## src/rtl/acc_store_buffer_pkg.sv

```systemverilog
// Shared definitions for the accumulator store buffer.
//   DATA_W_DEF / ADDR_W_DEF / DEPTH_DEF : default widths and buffer depth
//   st_entry_t                          : one pending store {addr, data}
//   drain_state_t                       : drain FSM states
package acc_store_buffer_pkg;

  localparam int DATA_W_DEF = 8;
  localparam int ADDR_W_DEF = 5;
  localparam int DEPTH_DEF  = 2;

  typedef struct packed {
    logic [ADDR_W_DEF-1:0] addr;
    logic [DATA_W_DEF-1:0] data;
  } st_entry_t;

  typedef enum logic {
    IDLE = 1'b0,
    REQ  = 1'b1
  } drain_state_t;

endpackage

```

## src/rtl/acc_store_fifo.sv

```systemverilog
// Store buffer storage: entry arrays, read/write pointers, occupancy count
// and the combinational forwarding search.
//   i_push/i_push_addr/i_push_data : enqueue request (ignored when full)
//   i_pop                          : retire the head entry
//   i_rd_addr                      : address searched for forwarding
//   o_ready / o_empty              : registered count<DEPTH / count==0
//   o_count                        : current occupancy
//   o_head_* / o_next_*            : oldest entry and the one behind it
//   o_fwd_hit / o_fwd_data         : youngest matching pending store
module acc_store_fifo
  import acc_store_buffer_pkg::*;
#(
  parameter int DATA_W = DATA_W_DEF,
  parameter int ADDR_W = ADDR_W_DEF,
  parameter int DEPTH  = DEPTH_DEF
) (
  input  logic                     clk,
  input  logic                     rst,
  input  logic                     i_push,
  input  logic [ADDR_W-1:0]        i_push_addr,
  input  logic [DATA_W-1:0]        i_push_data,
  input  logic                     i_pop,
  input  logic [ADDR_W-1:0]        i_rd_addr,
  output logic                     o_ready,
  output logic                     o_empty,
  output logic [$clog2(DEPTH):0]   o_count,
  output logic [ADDR_W-1:0]        o_head_addr,
  output logic [DATA_W-1:0]        o_head_data,
  output logic [ADDR_W-1:0]        o_next_addr,
  output logic [DATA_W-1:0]        o_next_data,
  output logic                     o_fwd_hit,
  output logic [DATA_W-1:0]        o_fwd_data
);

  localparam int PTR_W = $clog2(DEPTH);
  localparam int CNT_W = PTR_W + 1;

  logic [ADDR_W-1:0] r_addr_mem [DEPTH];
  logic [DATA_W-1:0] r_data_mem [DEPTH];
  logic [PTR_W-1:0]  r_wr_ptr;
  logic [PTR_W-1:0]  r_rd_ptr;
  logic [CNT_W-1:0]  r_count;
  logic              r_ready;
  logic              r_empty;

  logic              w_push;
  logic [CNT_W-1:0]  w_count_nxt;
  logic [PTR_W-1:0]  w_next_ptr;
  logic [PTR_W-1:0]  w_idx;
  logic              w_fwd_hit;
  logic [DATA_W-1:0] w_fwd_data;

  // A strobe while full is dropped here; the caller flags the overflow.
  assign w_push     = i_push & r_ready;
  assign w_next_ptr = r_rd_ptr + PTR_W'(1);

  always_comb begin
    w_count_nxt = r_count;
    if (w_push && !i_pop) begin
      w_count_nxt = r_count + CNT_W'(1);
    end else if (!w_push && i_pop) begin
      w_count_nxt = r_count - CNT_W'(1);
    end
  end

  always_ff @(posedge clk) begin
    if (rst) begin
      r_wr_ptr <= '0;
      r_rd_ptr <= '0;
      r_count  <= '0;
      r_ready  <= 1'b1;
      r_empty  <= 1'b1;
      for (int i = 0; i < DEPTH; i++) begin
        r_addr_mem[i] <= '0;
        r_data_mem[i] <= '0;
      end
    end else begin
      if (w_push) begin
        r_addr_mem[r_wr_ptr] <= i_push_addr;
        r_data_mem[r_wr_ptr] <= i_push_data;
        r_wr_ptr             <= r_wr_ptr + PTR_W'(1);
      end
      if (i_pop) begin
        r_rd_ptr <= w_next_ptr;
      end
      r_count <= w_count_nxt;
      r_ready <= (w_count_nxt < CNT_W'(DEPTH));
      r_empty <= (w_count_nxt == '0);
    end
  end

  // Walk from oldest to youngest so the last match (youngest) wins.
  always_comb begin
    w_fwd_hit  = 1'b0;
    w_fwd_data = '0;
    w_idx      = r_rd_ptr;
    for (int k = 0; k < DEPTH; k++) begin
      w_idx = r_rd_ptr + PTR_W'(k);
      if ((CNT_W'(k) < r_count) && (r_addr_mem[w_idx] == i_rd_addr)) begin
        w_fwd_hit  = 1'b1;
        w_fwd_data = r_data_mem[w_idx];
      end
    end
  end

  assign o_ready     = r_ready;
  assign o_empty     = r_empty;
  assign o_count     = r_count;
  assign o_head_addr = r_addr_mem[r_rd_ptr];
  assign o_head_data = r_data_mem[r_rd_ptr];
  assign o_next_addr = r_addr_mem[w_next_ptr];
  assign o_next_data = r_data_mem[w_next_ptr];
  assign o_fwd_hit   = w_fwd_hit;
  assign o_fwd_data  = w_fwd_data;

endmodule

```

## src/rtl/acc_store_buffer.sv

```systemverilog
// Accumulator store buffer: queues {st_addr, accumulator} on each store
// strobe and drains the queue to data memory over a req/ack handshake,
// while forwarding pending store data to concurrent reads.
//   accumulator/st_addr/sig_acc_to_mem : store capture
//   store_ready/buf_empty/store_overflow : buffer status (overflow sticky)
//   mem_wr_req/addr/data, mem_wr_ack   : memory write handshake
//   rd_addr, fwd_hit/fwd_data          : load forwarding
//
// state | meaning
// IDLE  | no write in flight; start one as soon as the buffer holds an entry
// REQ   | write request held with stable addr/data until the memory acks
module acc_store_buffer
  import acc_store_buffer_pkg::*;
#(
  parameter int DATA_W = DATA_W_DEF,
  parameter int ADDR_W = ADDR_W_DEF,
  parameter int DEPTH  = DEPTH_DEF
) (
  input  logic              clk,
  input  logic              rst,
  input  logic [DATA_W-1:0] accumulator,
  input  logic [ADDR_W-1:0] st_addr,
  input  logic              sig_acc_to_mem,
  output logic              store_ready,
  output logic              buf_empty,
  output logic              store_overflow,
  output logic              mem_wr_req,
  output logic [ADDR_W-1:0] mem_wr_addr,
  output logic [DATA_W-1:0] mem_wr_data,
  input  logic              mem_wr_ack,
  input  logic [ADDR_W-1:0] rd_addr,
  output logic              fwd_hit,
  output logic [DATA_W-1:0] fwd_data
);

  localparam int CNT_W = $clog2(DEPTH) + 1;

  drain_state_t      r_state;
  drain_state_t      w_state_nxt;
  logic              r_req;
  logic [ADDR_W-1:0] r_addr;
  logic [DATA_W-1:0] r_data;
  logic              r_ovf;

  logic              w_req_nxt;
  logic [ADDR_W-1:0] w_addr_nxt;
  logic [DATA_W-1:0] w_data_nxt;
  logic              w_pop;
  logic              w_ready;
  logic              w_empty;
  logic [CNT_W-1:0]  w_count;
  logic [ADDR_W-1:0] w_head_addr;
  logic [DATA_W-1:0] w_head_data;
  logic [ADDR_W-1:0] w_next_addr;
  logic [DATA_W-1:0] w_next_data;

  acc_store_fifo #(
    .DATA_W (DATA_W),
    .ADDR_W (ADDR_W),
    .DEPTH  (DEPTH)
  ) u_fifo (
    .clk         (clk),
    .rst         (rst),
    .i_push      (sig_acc_to_mem),
    .i_push_addr (st_addr),
    .i_push_data (accumulator),
    .i_pop       (w_pop),
    .i_rd_addr   (rd_addr),
    .o_ready     (w_ready),
    .o_empty     (w_empty),
    .o_count     (w_count),
    .o_head_addr (w_head_addr),
    .o_head_data (w_head_data),
    .o_next_addr (w_next_addr),
    .o_next_data (w_next_data),
    .o_fwd_hit   (fwd_hit),
    .o_fwd_data  (fwd_data)
  );

  always_ff @(posedge clk) begin
    if (rst) begin
      r_state <= IDLE;
      r_req   <= 1'b0;
      r_addr  <= '0;
      r_data  <= '0;
      r_ovf   <= 1'b0;
    end else begin
      r_state <= w_state_nxt;
      r_req   <= w_req_nxt;
      r_addr  <= w_addr_nxt;
      r_data  <= w_data_nxt;
      r_ovf   <= r_ovf | (sig_acc_to_mem & ~w_ready);
    end
  end

  always_comb begin
    w_state_nxt = r_state;
    w_req_nxt   = r_req;
    w_addr_nxt  = r_addr;
    w_data_nxt  = r_data;
    w_pop       = 1'b0;
    case (r_state)
      IDLE: begin
        if (w_count != '0) begin
          w_addr_nxt  = w_head_addr;
          w_data_nxt  = w_head_data;
          w_req_nxt   = 1'b1;
          w_state_nxt = REQ;
        end
      end
      REQ: begin
        if (mem_wr_ack) begin
          w_pop = 1'b1;
          // The entry behind the head is already stored, so chain it
          // straight onto the bus for a back-to-back write.
          if (w_count > CNT_W'(1)) begin
            w_addr_nxt = w_next_addr;
            w_data_nxt = w_next_data;
          end else begin
            w_req_nxt   = 1'b0;
            w_state_nxt = IDLE;
          end
        end
      end
      default: begin
        w_req_nxt   = 1'b0;
        w_state_nxt = IDLE;
      end
    endcase
  end

  assign store_ready    = w_ready;
  assign buf_empty      = w_empty;
  assign store_overflow = r_ovf;
  assign mem_wr_req     = r_req;
  assign mem_wr_addr    = r_addr;
  assign mem_wr_data    = r_data;

endmodule

```

## config.mk

```make
export PLATFORM = sky130hd
export DESIGN_NAME = acc_store_buffer
export DESIGN_NICKNAME = d
export VERILOG_FILES = /design/src/rtl/acc_store_buffer_pkg.sv /design/src/rtl/acc_store_fifo.sv /design/src/rtl/acc_store_buffer.sv
export SDC_FILE = /design/constraint.sdc
export NUM_CORES = 1
export LEC_CHECK = 0
export ABC_AREA = 1
export CAP_MARGIN = 15
export CORE_MARGIN = 10
export CORE_UTILIZATION = 57
export DETAILED_ROUTE_END_ITERATION = 6
export GPL_TIMING_DRIVEN = 1
export PLACE_DENSITY_LB_ADDON = 0.1
export SLEW_MARGIN = 20
export SYNTH_ARGS = -nofsm -noshare
export SYNTH_HDL_FRONTEND = slang
export SYNTH_SLANG_ARGS = --single-unit
```

## constraint.sdc

```tcl
create_clock -name clk -period 2.99 [get_ports clk]
set_clock_uncertainty 0.15 [all_clocks]
set_input_delay 0.598 -clock clk [delete_from_list [all_inputs] [get_ports clk]]
set_output_delay 0.598 -clock clk [all_outputs]
set_load 0.1 [all_outputs]
```

# Word level (Yosys, flattened, before mapping)
# Memory sizes are Yosys's and may differ from the RTL's. A register that Yosys moved wholly into a read port is not among the register bits.
# Index checks and enable logic that the tools add are counted.
# word_totals
mem_bits_ro	0
ramBits	26
mem_count	2
output_inout_bits	26
word_cells	82
latch_bits	0
regBits	22
input_bits	22
# classes
multipliers	0
n_div	0
order_cmp	4
n_reduce_logical	12
n_addsub	4
muxes	39
bitwise	5
eq_ne	6
shift	0
# mem_list
memory	words	word_bits	rd	rd_ports_with_merged_regs	write_ports	line	rtl
u_fifo.r_data_mem	2	8	2	1	2	acc_store_fifo.sv:39	logic [DATA_W-1:0] r_data_mem [DEPTH];
u_fifo.r_addr_mem	2	5	2	1	2	acc_store_fifo.sv:38	logic [ADDR_W-1:0] r_addr_mem [DEPTH];
# op_table
op	count
2-to-1 mux 8 bit	6
2-to-1 mux 1 bit	23
2-to-1 mux 5 bit	4
one-hot mux 8 bit (2 select lines)	1
== test 5 bit	2
one-hot mux 5 bit (2 select lines)	1
OR reduction 8 bit	1
inequality test 2 bit, second input constant	3
AND reduction 3 bit	2
OR reduction 5 bit	1
logical AND 1 bit	4
< comparator 1 x 2 -> 1 bit, first input constant	2
2-to-1 mux 2 bit	2
one-hot mux 1 bit (2 select lines)	2
adder 1 bit, second input constant	2
adder 2 x 1 -> 2 bit, second input constant	1
AND 1 bit	2
> comparator 2 x 1 -> 1 bit, second input constant	1
zero test 1 bit	2
zero test 2 bit	1
< comparator 2 bit, second input constant	1
inequality test 2 x 1 -> 1 bit, second input constant	1
NOT 1 bit	2
nonzero test 2 bit	1
other kinds (2)	2

# Depth between registers and ports, before layout
# Gate-level depths: netlist of run 1.
# logic_depth
word_depth	6
ltp_mapped	10

# Cells and area by module
# Synthesis of run 1 repeated with hierarchy kept, for this count alone.
# unflattened
cells_unflattened	406
area_unflattened_um2	2906.5
# modules_own_cells
mod	instances	seq_area_each_um2	cells_each	area_per_inst_um2
acc_store_fifo	1	920.9	261	2042.0
acc_store_buffer	1	320.3	145	864.6

# Worst setup path after synthesis of run 1
# Ideal clock, no wire load.
# synth_path
kind	input-to-output
from	in rd_addr[4]
to	out fwd_hit
n_path_buf	0
t_arrival_ps	2311
path_stages	6
required_time_ps	2242
setup_slack_ps	-69
path_cell_list	inv_1 > nand3_1 > nand2_1 > nor2_2 > nand2_2 > o21ai_1
# synth_via
elab_chain_cells	4
# synth_rtl
element	line	rtl
start, declared	acc_store_buffer.sv:31	input logic [ADDR_W-1:0] rd_addr,
== test 5 bit	acc_store_fifo.sv:99	if ((CNT_W'(k) < r_count) && (r_addr_mem[w_idx] == i_rd_addr)) begin
logical AND 1 bit	acc_store_fifo.sv:99	
2-to-1 mux 1 bit	acc_store_fifo.sv:99	
2-to-1 mux 1 bit *	acc_store_fifo.sv:99	
end, declared	acc_store_buffer.sv:32	output logic fwd_hit,
# Mark *: on every way between the ends. The rest lies on a longest branch, timed or not.

# Final worst setup path of run 1
# layout_path
from	in rd_addr[3]
to	out fwd_data[5]
# layout_via
elab_chain_cells	4
# layout_rtl
element	line	rtl
== test 5 bit	acc_store_fifo.sv:99	
logical AND 1 bit	acc_store_fifo.sv:99	
2-to-1 mux 8 bit	acc_store_fifo.sv:99	
2-to-1 mux 8 bit *	acc_store_fifo.sv:99	
end, declared	acc_store_buffer.sv:33	output logic [DATA_W-1:0] fwd_data
# Marks and branches as above.

==> summary.txt, run 1 <==
Layout
  • # diodes: 0
  • Layout area overhead: 24.7%
  • Layout Utilization: 0.751
  • Layout cells sized above 1: 0.160
  • Post-layout nets: 424

Power
  • Pleak: 1.59 nW
  • Net Switching: 0.00109 W
  • Sequential power share: 0.364
  • Sw Ratio: 0.452
  • Max VDD drop: 0.000493 V
  • P_int: 0.00132 W
  • Gate power share: 0.431
  • Clock share of power: 0.205
  • PD cells: 715 nW/um2

Global route
  • Initial antenna violation count: 0
  • First-pass GRT wire length: 10500 um
  • Number of global-route vias before repair: 2234
  • Total track usage: 0.167
  • Largest net degree at the start of global routing: 24
  • Grt total ovfl: 0

Timing
  • Period utilization: 0.960
  • Final setup violation count: 0
  • Max Freq: 0.349 GHz
  • Slew Limit Headroom: 0.628
  • PnR worst setup slack: 121 ps
  • Final hold violation count: 0
  • Setup total negative slack: 0 ps
  • Min Clock Period, post-route: 2870 ps
  • Max-slew violations: 0
  • Worst-Margin Slew: 557 ps
  • RSZ-0062 raised after global routing: false

Run
  • MaxCap Viol Count: 0

Floorplan
  • Core area: 4470 um2
  • Io pins: 48
  • Die area: 7880 um2
  • Die Width: 88.8 um
  • Num rows: 24
  • Die height: 88.8 um
  • Initial core utilization: 0.602

Synth
  • Synth Register Bits: 49
  • Commonest cells post-synth: nand2_1, inv_1, nor2_1, o21ai_0, edfxtp_1
  • Most common cell in the synthesized netlist: nand2_1
  • Top-area cell type share of the netlist area: 0.290
  • Cells after Synth: 353
  • Register area share after synthesis: 0.461
  • Synth unique cells: 28
  • Synth Cell Area: 2700 um2
  • Synth Area per Inst: 7.63 um2
  • Ys async rst share: 0
  • Largest cells by area after synthesis: edfxtp_1, dfxtp_1, nand2_1
  • Post-synth EDFFs: 26
  • Yosys warning count: 0
  • Syn Nets: 377
  • Top_reg_cell synth: edfxtp_1
  • Yosys top cell by area: edfxtp_1

Worst setup path
  • CP max FO: 9
  • Startpoint types: primary input
  • Critical Path AT: 2120 ps
  • Slowest cell on the critical path: clkdlybuf4s50_1
  • Setup slack, reg-to-reg: 1190 ps
  • Crit path cell chain: clkdlybuf4s50_1, inv_1, nand2_1, nand2_1, nor2_8, nand3_4, nand3_1, nand2_1, buf_12
  • Crit-path most repeated cell: nand2_1
  • WP data required: 2240 ps
  • Nature of the critical path endpoint: primary output
  • Crit Path Class: in2out
  • Highest cell delay on the worst timing path: 540 ps

Routing
  • Via-to-Cell Ratio: 5.17
  • Post-route ant nets: 0
  • Routed len/inst: 14.0 um
  • DR iter-0 viols: 166
  • Vias post-DR: 2343
  • WL final: 6330 um
  • DR DRC count: 0
  • First-pass DRT Iterations: 4

CTS
  • Post-CTS Setup Repair Bufs: 0
  • Cts bufs inserted: 5
  • H-tree depth: 2
  • CTS Buffer Depth: 2
  • Clock sinks: 49
  • Clock-pin slew on the worst setup and hold paths: 90 ps
  • CTS tree: yes
  • CTS root buffer: clkbuf_8
  • Worst skew pair latency: 300 ps

Placement
  • Port bufs: 47
  • Placed wire-length estimate: 5030 um
  • RD Place Congestion: 0.915
  • Dpl ws: 142 ps

Outcome
  • Status: finished clean

Min path
  • Worst hold path type: reg2reg
-- worst paths after layout --
| check | startpoint | end | cells past startpoint |
|---|---|---|---|
| setup reg to reg | r_state | mem_wr_data[4] | 7 |
| hold / removal | mem_wr_req | mem_wr_req | 2 |
| setup / recovery | rd_addr[3] | fwd_data[5] | 9 |
| hold reg to reg | mem_wr_req | mem_wr_req | 2 |
-- cell families (layout without fill, tap and decap cells) --
kind of cell,count (synthesis),in the layout,synth area share
fa+ha+maj,2,2,0.00928
simple gates,173,173,0.298
buf+inv,66,114,0.108
flops,49,49,0.461
mux,1,1,0.00418
compound gates,62,62,0.121
-- registers in the layout, indices dropped and copies added, names as in the netlist, named ones only --
register	flops
r_state	1
u_fifo.r_addr_mem	10
u_fifo.o_ready	1
u_fifo.o_empty	1
mem_wr_req	1
u_fifo.r_wr_ptr	1
u_fifo.r_rd_ptr	1
mem_wr_addr	5
mem_wr_data	8
u_fifo.o_count	2
store_overflow	1
u_fifo.r_data_mem	16
-- per-layer routing --
metal,track usage,vias to the layer above,part of all wire
met5,0,-,0
met4,0.0367,0,0.0055
met3,0.0450,4,0.071
met2,0.271,71,0.46
met1,0.217,1035,0.47
li1,-,1233,-
-- power groups by stage --
stage               logic [W]  registers [W]  clock network [W]
floorplan            0.000393        0.00130                  0
global placement      0.00102       0.000885                  0
detailed placement    0.00103       0.000890                  0
CTS                   0.00104       0.000875           0.000497
global route          0.00111       0.000887           0.000524
finish                0.00104       0.000874           0.000492
-- cells in the final DEF (no fill, tap or decap), types with 2 or more instances in the layout --
cell	n
nand4_1	8
nor2_1	30
inv_1	48
a21oi_2	2
nor2_8	3
dfxtp_1	23
o21ai_0	27
ha_1	2
edfxtp_1	26
nor2_2	3
buf_12	9
inv_2	3
nand3_1	23
clkdlybuf4s50_1	21
inv_6	3
clkbuf_8	5
nand2_2	6
o21ai_1	11
a21oi_1	15
buf_4	23
nand2_1	96
a31oi_1	6
-- cell type report --
type / count / area [um2]
Tap cell: 52 / 65.1
Clock buffer: 5 / 68.8
Multi-Input combinational cell: 238 / 1170
Sequential cell: 49 / 1240
Clock inverter: 3 / 47.5
Timing Repair Buffer: 53 / 563
Inverter: 53 / 204
Fill cell: 344 / 1110
-- critical path, delay by kind of cell --
family / cells / cell delay (ps)
AND/OR/NAND/NOR: 6 / 730
buffers and inverters: 3 / 800
-- per-stage QoR --
step	cells	power (W)	hold WS, ps	cell area [um2]
5_1_grt	453	0.00253	353	3360
2_1_floorplan	353	0.00170	312	2700
4_1_cts	453	0.00241	329	3360
3_5_place_dp	445	0.00192	314	3240
3_3_place_gp	445	0.00191	310	3240
6_report	453	0.00240	330	3360
-- repair_timing --
item,CTS,global route
endpoints found under the setup margin,0,1
hold buffers,0,0
gates resized for setup,0,1
Power figures use the tool's default switching activity.
==> run 2: changes to the inputs <==
- CAP_MARGIN: 15 -> 10
==> results of run 2 <==
Final layout, timing and power as in run 1 (identical DEF).
